==> src/rtl/ro_freq_counter.sv <==
// ro_freq_counter: counts rising edges of a ring-oscillator output over a
// fixed window of CLK cycles and reports the count once per measurement.
// ro_clk is sampled as asynchronous data through a synchronizer; it never
// clocks any flop.
// Optional build macro RO_FREQ_COUNTER_SAT_EN: when defined, the edge counter
// saturates and the overflow output reports saturation. When undefined, the
// counter wraps and overflow is tied low.
module ro_freq_counter #(
  parameter int unsigned WINDOW_CYCLES = 1024,
  parameter int unsigned SETTLE_CYCLES = 16,
  parameter int unsigned COUNT_W       = 16,
  parameter int unsigned SYNC_STAGES   = 2
) (
  input  logic               CLK,
  input  logic               RST_N,
  input  logic               start,
  input  logic               abort,
  input  logic               ro_clk,
  output logic               ro_enable,
  output logic               busy,
  output logic               result_valid,
  output logic [COUNT_W-1:0] result_count,
  output logic               overflow
);

  // One shared down-counter serves both the settle and the window phases.
  localparam int unsigned TMR_MAX = (WINDOW_CYCLES > SETTLE_CYCLES) ? WINDOW_CYCLES : SETTLE_CYCLES;
  localparam int unsigned TMR_W   = (TMR_MAX > 1) ? $clog2(TMR_MAX) : 1;
  localparam logic [TMR_W-1:0]   SETTLE_LOAD = TMR_W'(SETTLE_CYCLES - 1);
  localparam logic [TMR_W-1:0]   WINDOW_LOAD = TMR_W'(WINDOW_CYCLES - 1);
  localparam logic [COUNT_W-1:0] CNT_MAX     = '1;

  typedef enum logic [1:0] {
    ST_IDLE   = 2'd0,
    ST_SETTLE = 2'd1,
    ST_COUNT  = 2'd2,
    ST_DONE   = 2'd3
  } state_t;

  state_t                   r_state;
  state_t                   w_state_nxt;
  logic [SYNC_STAGES-1:0]   r_sync;
  logic                     r_hist;
  logic                     w_edge;
  logic [TMR_W-1:0]         r_timer;
  logic [COUNT_W-1:0]       r_cnt;
  logic [COUNT_W-1:0]       w_cnt_nxt;
  logic                     w_enter_settle;
  logic                     w_enter_count;
  logic                     w_enter_done;
  logic                     r_ro_enable;
  logic                     r_busy;
  logic                     r_result_valid;
  logic [COUNT_W-1:0]       r_result_count;

  // Synchronizer plus history flop; free-running in every state.
  always_ff @(posedge CLK or negedge RST_N) begin
    if (!RST_N) begin
      r_sync <= '0;
      r_hist <= 1'b0;
    end else begin
      r_sync <= {r_sync[SYNC_STAGES-2:0], ro_clk};
      r_hist <= r_sync[SYNC_STAGES-1];
    end
  end

  assign w_edge = r_sync[SYNC_STAGES-1] & ~r_hist;

  // FSM state register.
  always_ff @(posedge CLK or negedge RST_N) begin
    if (!RST_N) begin
      r_state <= ST_IDLE;
    end else begin
      r_state <= w_state_nxt;
    end
  end

  // FSM next-state logic; abort wins over start and over timer expiry.
  always_comb begin
    w_state_nxt = r_state;
    case (r_state)
      ST_IDLE: begin
        if (start && !abort) w_state_nxt = ST_SETTLE;
      end
      ST_SETTLE: begin
        if (abort)                w_state_nxt = ST_IDLE;
        else if (r_timer == '0)   w_state_nxt = ST_COUNT;
      end
      ST_COUNT: begin
        if (abort)                w_state_nxt = ST_IDLE;
        else if (r_timer == '0)   w_state_nxt = ST_DONE;
      end
      ST_DONE: begin
        w_state_nxt = ST_IDLE;
      end
      default: begin
        w_state_nxt = ST_IDLE;
      end
    endcase
  end

  assign w_enter_settle = (r_state == ST_IDLE)   && (w_state_nxt == ST_SETTLE);
  assign w_enter_count  = (r_state == ST_SETTLE) && (w_state_nxt == ST_COUNT);
  assign w_enter_done   = (r_state == ST_COUNT)  && (w_state_nxt == ST_DONE);

  // Phase timer: loaded on entry to SETTLE and COUNT, counts down to zero.
  always_ff @(posedge CLK or negedge RST_N) begin
    if (!RST_N) begin
      r_timer <= '0;
    end else if (w_enter_settle) begin
      r_timer <= SETTLE_LOAD;
    end else if (w_enter_count) begin
      r_timer <= WINDOW_LOAD;
    end else if (r_timer != '0) begin
      r_timer <= r_timer - TMR_W'(1);
    end
  end

`ifdef RO_FREQ_COUNTER_SAT_EN
  logic r_sat_hit;
  logic w_sat_hit_nxt;

  // Saturating increment; remembers any increment attempted at full scale.
  always_comb begin
    w_cnt_nxt     = r_cnt;
    w_sat_hit_nxt = r_sat_hit;
    if (w_edge) begin
      if (r_cnt == CNT_MAX) w_sat_hit_nxt = 1'b1;
      else                  w_cnt_nxt     = r_cnt + COUNT_W'(1);
    end
  end

  // Saturation flag tracks the current window only.
  always_ff @(posedge CLK or negedge RST_N) begin
    if (!RST_N) begin
      r_sat_hit <= 1'b0;
    end else if (w_enter_count) begin
      r_sat_hit <= 1'b0;
    end else if (r_state == ST_COUNT) begin
      r_sat_hit <= w_sat_hit_nxt;
    end
  end

  logic r_overflow;

  // Overflow result is captured alongside the count.
  always_ff @(posedge CLK or negedge RST_N) begin
    if (!RST_N) begin
      r_overflow <= 1'b0;
    end else if (w_enter_done) begin
      r_overflow <= w_sat_hit_nxt;
    end
  end

  assign overflow = r_overflow;
`else
  // Wrapping increment modulo 2^COUNT_W.
  always_comb begin
    w_cnt_nxt = r_cnt;
    if (w_edge) w_cnt_nxt = r_cnt + COUNT_W'(1);
  end

  assign overflow = 1'b0;
`endif

  // Edge counter: cleared on entry to COUNT, advances only while counting.
  always_ff @(posedge CLK or negedge RST_N) begin
    if (!RST_N) begin
      r_cnt <= '0;
    end else if (w_enter_count) begin
      r_cnt <= '0;
    end else if (r_state == ST_COUNT) begin
      r_cnt <= w_cnt_nxt;
    end
  end

  // Registered outputs, derived from the next state so they align with it.
  always_ff @(posedge CLK or negedge RST_N) begin
    if (!RST_N) begin
      r_ro_enable    <= 1'b0;
      r_busy         <= 1'b0;
      r_result_valid <= 1'b0;
      r_result_count <= '0;
    end else begin
      r_ro_enable    <= (w_state_nxt == ST_SETTLE) || (w_state_nxt == ST_COUNT);
      r_busy         <= (w_state_nxt == ST_SETTLE) || (w_state_nxt == ST_COUNT);
      r_result_valid <= w_enter_done;
      if (w_enter_done) r_result_count <= w_cnt_nxt;
    end
  end

  assign ro_enable    = r_ro_enable;
  assign busy         = r_busy;
  assign result_valid = r_result_valid;
  assign result_count = r_result_count;

endmodule

==> config.mk <==
export PLATFORM = sky130hd
export DESIGN_NAME = ro_freq_counter
export DESIGN_NICKNAME = d
export VERILOG_FILES = /design/src/rtl/ro_freq_counter.sv
export SDC_FILE = /design/constraint.sdc
export NUM_CORES = 1
export LEC_CHECK = 0
export ABC_AREA = 1
export CAP_MARGIN = 20
export CORE_MARGIN = 1
export CORE_UTILIZATION = 40
export CTS_CLUSTER_SIZE = 20
export DETAILED_ROUTE_END_ITERATION = 10
export HOLD_SLACK_MARGIN = 0.05
export MAX_ROUTING_LAYER = met4
export PLACE_DENSITY = 0.62
export SLEW_MARGIN = 10
export SYNTH_ARGS = -nofsm -noshare
export SYNTH_HDL_FRONTEND = slang
export SYNTH_SLANG_ARGS = --single-unit
==> constraint.sdc <==
create_clock -name CLK -period 2.1 [get_ports CLK]
set_input_delay 0.315 -clock CLK [delete_from_list [all_inputs] [get_ports CLK]]
set_output_delay 0.315 -clock CLK [all_outputs]
set_load 0.1 [all_outputs]
## Yosys cells after proc, flatten, opt, wreduce, memory -nomap -nowiden

Index checks and enable logic that the tools add are counted.
W data, S select, Z words.

- Register bits after elaboration: 49
- Input port bits: 5
- Output and inout bits: 20
- Word-level logic and storage cells: 41

- Add/sub/neg operators: 2
- Equality and inequality tests: 6
- Muxes and demuxes: 12
- Bitwise gates (word level): 2
- Reductions and logical operators: 11

Operators with widths:

| kind | count |
|---|---|
| $mux W16 | 3 |
| $mux W10 | 3 |
| $add A16 B1 Y16 const B | 1 |
| $logic_not A10 Y1 | 1 |
| $mux W2 | 5 |
| $reduce_bool A10 Y1 | 1 |
| $sub A10 B1 Y10 const B | 1 |
| $eq A2 B2 Y1 const B | 4 |
| $pmux W2 S4 | 1 |
| $eq A2 B1 Y1 const B | 2 |
| $logic_and A1 B1 Y1 | 4 |
| $reduce_bool A3 Y1 | 1 |
| $logic_not A2 Y1 | 1 |
| $reduce_bool A2 Y1 | 1 |
| $and A1 B1 Y1 | 1 |
| $logic_not A1 Y1 | 1 |
| $logic_or A1 B1 Y1 | 1 |
| $not A1 Y1 | 1 |

## Longest topological paths before layout

- Word-level depth: 8
- Mapped depth: 16
- Gate-level depth less buffers: 15

## Least setup slack after synthesis

No wires, ideal clock.

- Path type: reg2reg
- Start: reg r_timer[0]
- End: reg r_cnt[0]
- Setup time: 0.083 ns
- Arrival: 2.249 ns
- Required time: 2.017 ns
- Setup slack: -0.232 ns
- Stages on the path, launching flop included: 17
- Path buffers: 1
- Clock period less this slack: 2.332 ns
- Path through: dfrtp_1 -> inv_1 -> ha_1 -> nand3_2 -> nor2_2 -> nand3_2 -> inv_2 -> o21ai_1 -> nor2_1 -> inv_1 -> ha_1 -> nand3_1 -> inv_2 -> nor2_1 -> buf_2 -> nand2_1 -> o21ai_0

- Word-level cells in the longest chain between the ends: 7
- Elaborated cells on any way between the ends: 10
- Classes of those cells: eq/ne: 1; mux: 6; reduce/logical: 3

Ends and longest elaborated chain:

| element | line | source |
|---|---|---|
| start: declaration | 45 | `logic [TMR_W-1:0] r_timer;` |
| start signal: assignment | 115 | `r_timer <= r_timer - TMR_W'(1);` |
| $logic_not A10 Y1 (*) | 87, 91 |  |
| $mux W2 (on tied branches) | 91, 87 |  |
| $mux W2 (on tied branches) | 90, 86 |  |
| $pmux W2 S4 (*) | 81 | `case (r_state)` |
| net w_state_nxt[0] | 41 | `state_t w_state_nxt;` |
| $eq A2 B2 Y1 (*) | 103 | `assign w_enter_count = (r_state == ST_SETTLE) && (w_state_nxt == ST_COUNT);` |
| $logic_and A1 B1 Y1 (*) | 103 |  |
| $mux W16 or $reduce_bool A2 Y1 (tied branches) | -- |  |
| end signal: assignment | 173 | `r_cnt <= w_cnt_nxt;` |
| end: declaration | 46 | `logic [COUNT_W-1:0] r_cnt;` |

Mark *: on every way through the listed nets, which the timed path passes. The rest lies on a longest branch.
A chain may end at the register's enable or synchronous reset.

## Final worst setup path

Same ends and word-level chain as after synthesis.

==> summary.md <==
| Metric | Value |
|---|---|
| Die width | `81.3 um` |
| Post-Synthesis Cell Area | `2510 sq um` |
| Initial core utilization | `42.0%` |
| Power Density | `992 nW/um^2` |
| Outcome | `completed` |
| Critical-path top delay cell | `dfrtp_1` |
| H-tree depth | `2` |
| Initial antenna violation count | `0` |
| IO Port Bufs | `23` |
| Fraction of layout cells with a size suffix above 1 | `30.3%` |
| Vias per inst | `4.73` |
| Crit path depth | `15` |
| Gr ovfl total | `0` |
| Arr. time, crit path | `2.27 ns` |
| Site row count | `28` |
| Max rail drop VDD | `424 uV` |
| Post-Syn Instances | `312` |
| Asr flop ratio synth | `100%` |
| DRT Wirelength | `5.32 mm` |
| Wire length of the first global-routing pass | `9.05 mm` |
| Final #Nets | `372` |
| WL per Instance | `12.1 um` |
| Crit path max fanout | `5` |
| Number of max-cap violations | `0` |
| Multi-input gate area | `1260 sq um` |
| YS warnings | `0` |
| Register bit total from synthesis | `49` |
| Final hold viol count | `0` |
| Clock Path Buffers | `2` |
| Top area cells in the synthesized netlist | `dfrtp_1 49%, nand2_1 16%, inv_1 4.5%` |
| Post-route ant nets | `0` |
| Tcrit/Tclk final | `99.1%` |
| Worst Path Required | `2.28 ns` |
| Synth Area in Compound Gates | `7.02%` |
| Distinct cells, synth | `32` |
| Mux cell area share after synthesis | `0%` |
| Crit path max-delay family | `simple AND/OR/NAND/NOR gates` |
| Post-synth EDFFs | `0` |
| DRC viols | `0` |
| Number of cells after detailed placement | `424` |
| Chip height | `81.3 um` |
| Crit. End Element | `flip-flop` |
| Placer Congestion | `0.837` |
| TNS Setup | `0 ns` |
| HPWL Detailed | `3.81 mm` |
| FMAX | `480 MHz` |
| Area grow syn2layout | `29.6%` |
| Clock latency at the later pin of the worst-skew pair | `0.30 ns` |
| Post-synthesis sequential area ratio | `48.8%` |
| # clock sinks | `49` |
| Synth area leader | `dfrtp_1` |
| Largest stage delay on the critical path | `0.39 ns` |
| Share of the synthesized area in the top cell type | `48.8%` |
| Root Buffer | `clkbuf_8` |
| Total GRT Usage | `18.6%` |
| RSZ-0062 raised after global routing | `yes` |
| FILL cells | `544` |
| Count leader, synth | `nand2_1` |
| Die ar. | `6600 sq um` |
| Syn Area/Cell | `8.06 sq um` |
| Largest family of logic cells by synthesized area | `simple AND/OR/NAND/NOR gates` |
| Final critical path time including I/O delays and setup | `2.08 ns` |
| Crit Path Category | `flip-flop to flip-flop` |
| Antenna cells | `0` |
| Mapped Nets | `322` |
| Register area | `1230 sq um` |
| Reg clk slew, reported paths | `0.09 ns` |
| TritonCTS clock tree | `done` |
| Worst Hold Depth | `0` |
| Buf/Inv on CP | `3` |
| Worst-case hold slack | `0.361 ns` |
| Ports | `25` |
| Final setup violation count | `0` |
| Cell chain of the critical path | `inv_2 -> ha_4 -> nand3_4 -> nor2_4 -> nand3_4 -> nor2_4 -> nand2_2 -> a21oi_4 -> ha_4 -> nand3_4 -> inv_4 -> nor2_4 -> buf_6 -> nand2_2 -> o21ai_2` |
| Post-Synth Adder-Cell Area | `2.49%` |
| Total CTS buffers | `5` |
| Post-synthesis xor/xnor area fraction | `3.48%` |
| Clock skew | `0.00697 ns` |
| DR vias | `2071` |
| Largest net degree at the start of global routing | `21` |
| Worst hold-check path type | `flip-flop to flip-flop` |
| Synth top cells by count | `104 x nand2_1, 49 x dfrtp_1, 30 x inv_1` |
| Top_reg_cell synth | `dfrtp_1` |
| Lkg Pwr | `1.65 nW` |
| Startpoint Class | `flip-flop` |
| Post-Synth Simple-Gate Area | `30.9%` |
| Slew Limit Fails | `0` |
| DRT Pass-1 Iters | `4` |
| Post-layout util | `54.4%` |
| Worst r2r path cells | `15` |
| Vias in the first global route | `2003` |
| Iter 0 DRT Violations | `100` |
| Core area | `5990 sq um` |
| Number of non-filler instances in the completed layout | `438` |
[area by class of cell]
| type | instances | share of cell area, % |
|---|---|---|
| Multi-Input combinational cell | 218 | 38.8 |
| Sequential cell | 49 | 37.6 |
| Timing Repair Buffer | 50 | 12.3 |
| Inverter | 38 | 4.61 |
| Tap cell | 75 | 2.88 |
| Clock buffer | 6 | 2.54 |
| Clock inverter | 2 | 1.15 |
[cells by family after synthesis]
group / Yosys count
other: 1
and+or+nand+nor: 170
DFF: 49
buffers and inverters: 45
xor gates and xnor gates: 10
AOI/OAI and AO/OA: 32
adders and majority gates: 5
[metal layers]
layer / share of wire, % / track usage, % / wire length (um)
met3: 2.8 / 3.37 / 147
met1: 47 / 23.6 / 2510
met5: 0 / - / 0
met2: 49 / 30.3 / 2610
met4: 0.96 / 5.00 / 51
[what timing repair did]
item	4_1_cts	5_1_grt
hold buffers	1	0
setup buffers	2	2
cloned	1	0
hold endpoints to repair	18	0
gates resized for setup	6	38
pin swaps	4	17
setup endpoints to repair	32	42
[layout by cell type (no fill, tap or decap), types with 3 or more instances in the layout]
| cell type | count |
|---|---|
| nand2_1 | 91 |
| xor2_1 | 9 |
| nand3b_1 | 4 |
| a21oi_1 | 5 |
| buf_4 | 40 |
| o21ai_1 | 8 |
| inv_1 | 25 |
| nand3_1 | 16 |
| nand3_2 | 3 |
| clkbuf_8 | 6 |
| nor2_1 | 23 |
| nor2_4 | 5 |
| o21ai_0 | 7 |
| dfrtp_1 | 49 |
| nor2_2 | 3 |
| nand2_2 | 15 |
| clkdlybuf4s50_1 | 3 |
| buf_6 | 5 |
| inv_2 | 11 |
| nand3_4 | 4 |
[final timing paths]
path	from	to	slack [ns]
worst max-delay path	r_timer[0]	r_cnt[0]	0.02
worst min-delay path	r_sync[0]	r_sync[1]	0.36
worst min register to register	r_sync[0]	r_sync[1]	0.36
min in group asynchronous	RST_N	result_count[4]	0.48
max in group asynchronous	RST_N	r_cnt[15]	1.03
worst max register to register	r_timer[0]	r_cnt[0]	0.02
[flip-flops by register name, summed over array words and instances, names as in the netlist]
| name | count |
|---|---|
| busy | 1 |
| r_cnt | 16 |
| r_hist | 1 |
| r_state | 2 |
| r_sync | 2 |
| r_timer | 10 |
| result_count | 16 |
| result_valid | 1 |
[stage by stage]
step	total power, W	worst slack, ns	area [sq um]
after CTS	0.00320	-0.00680	3140
after global placement	0.00245	0.00158	2960
after floorplan	0.00220	0.00380	2570
final	0.00323	0.0181	3260
after global routing	0.00349	-0.106	3260
after detailed placement	0.00248	-0.0849	2960
[where the power goes]
| part | total [W] | internal, W | switching (W) |
|---|---|---|---|
| registers | 0.00142 | 0.00116 | 0.000253 |
| clock network | 0.000702 | 0.000387 | 0.000315 |
| logic | 0.00111 | 0.000429 | 0.000683 |
Note: power is estimated with default switching activity, not from simulation.
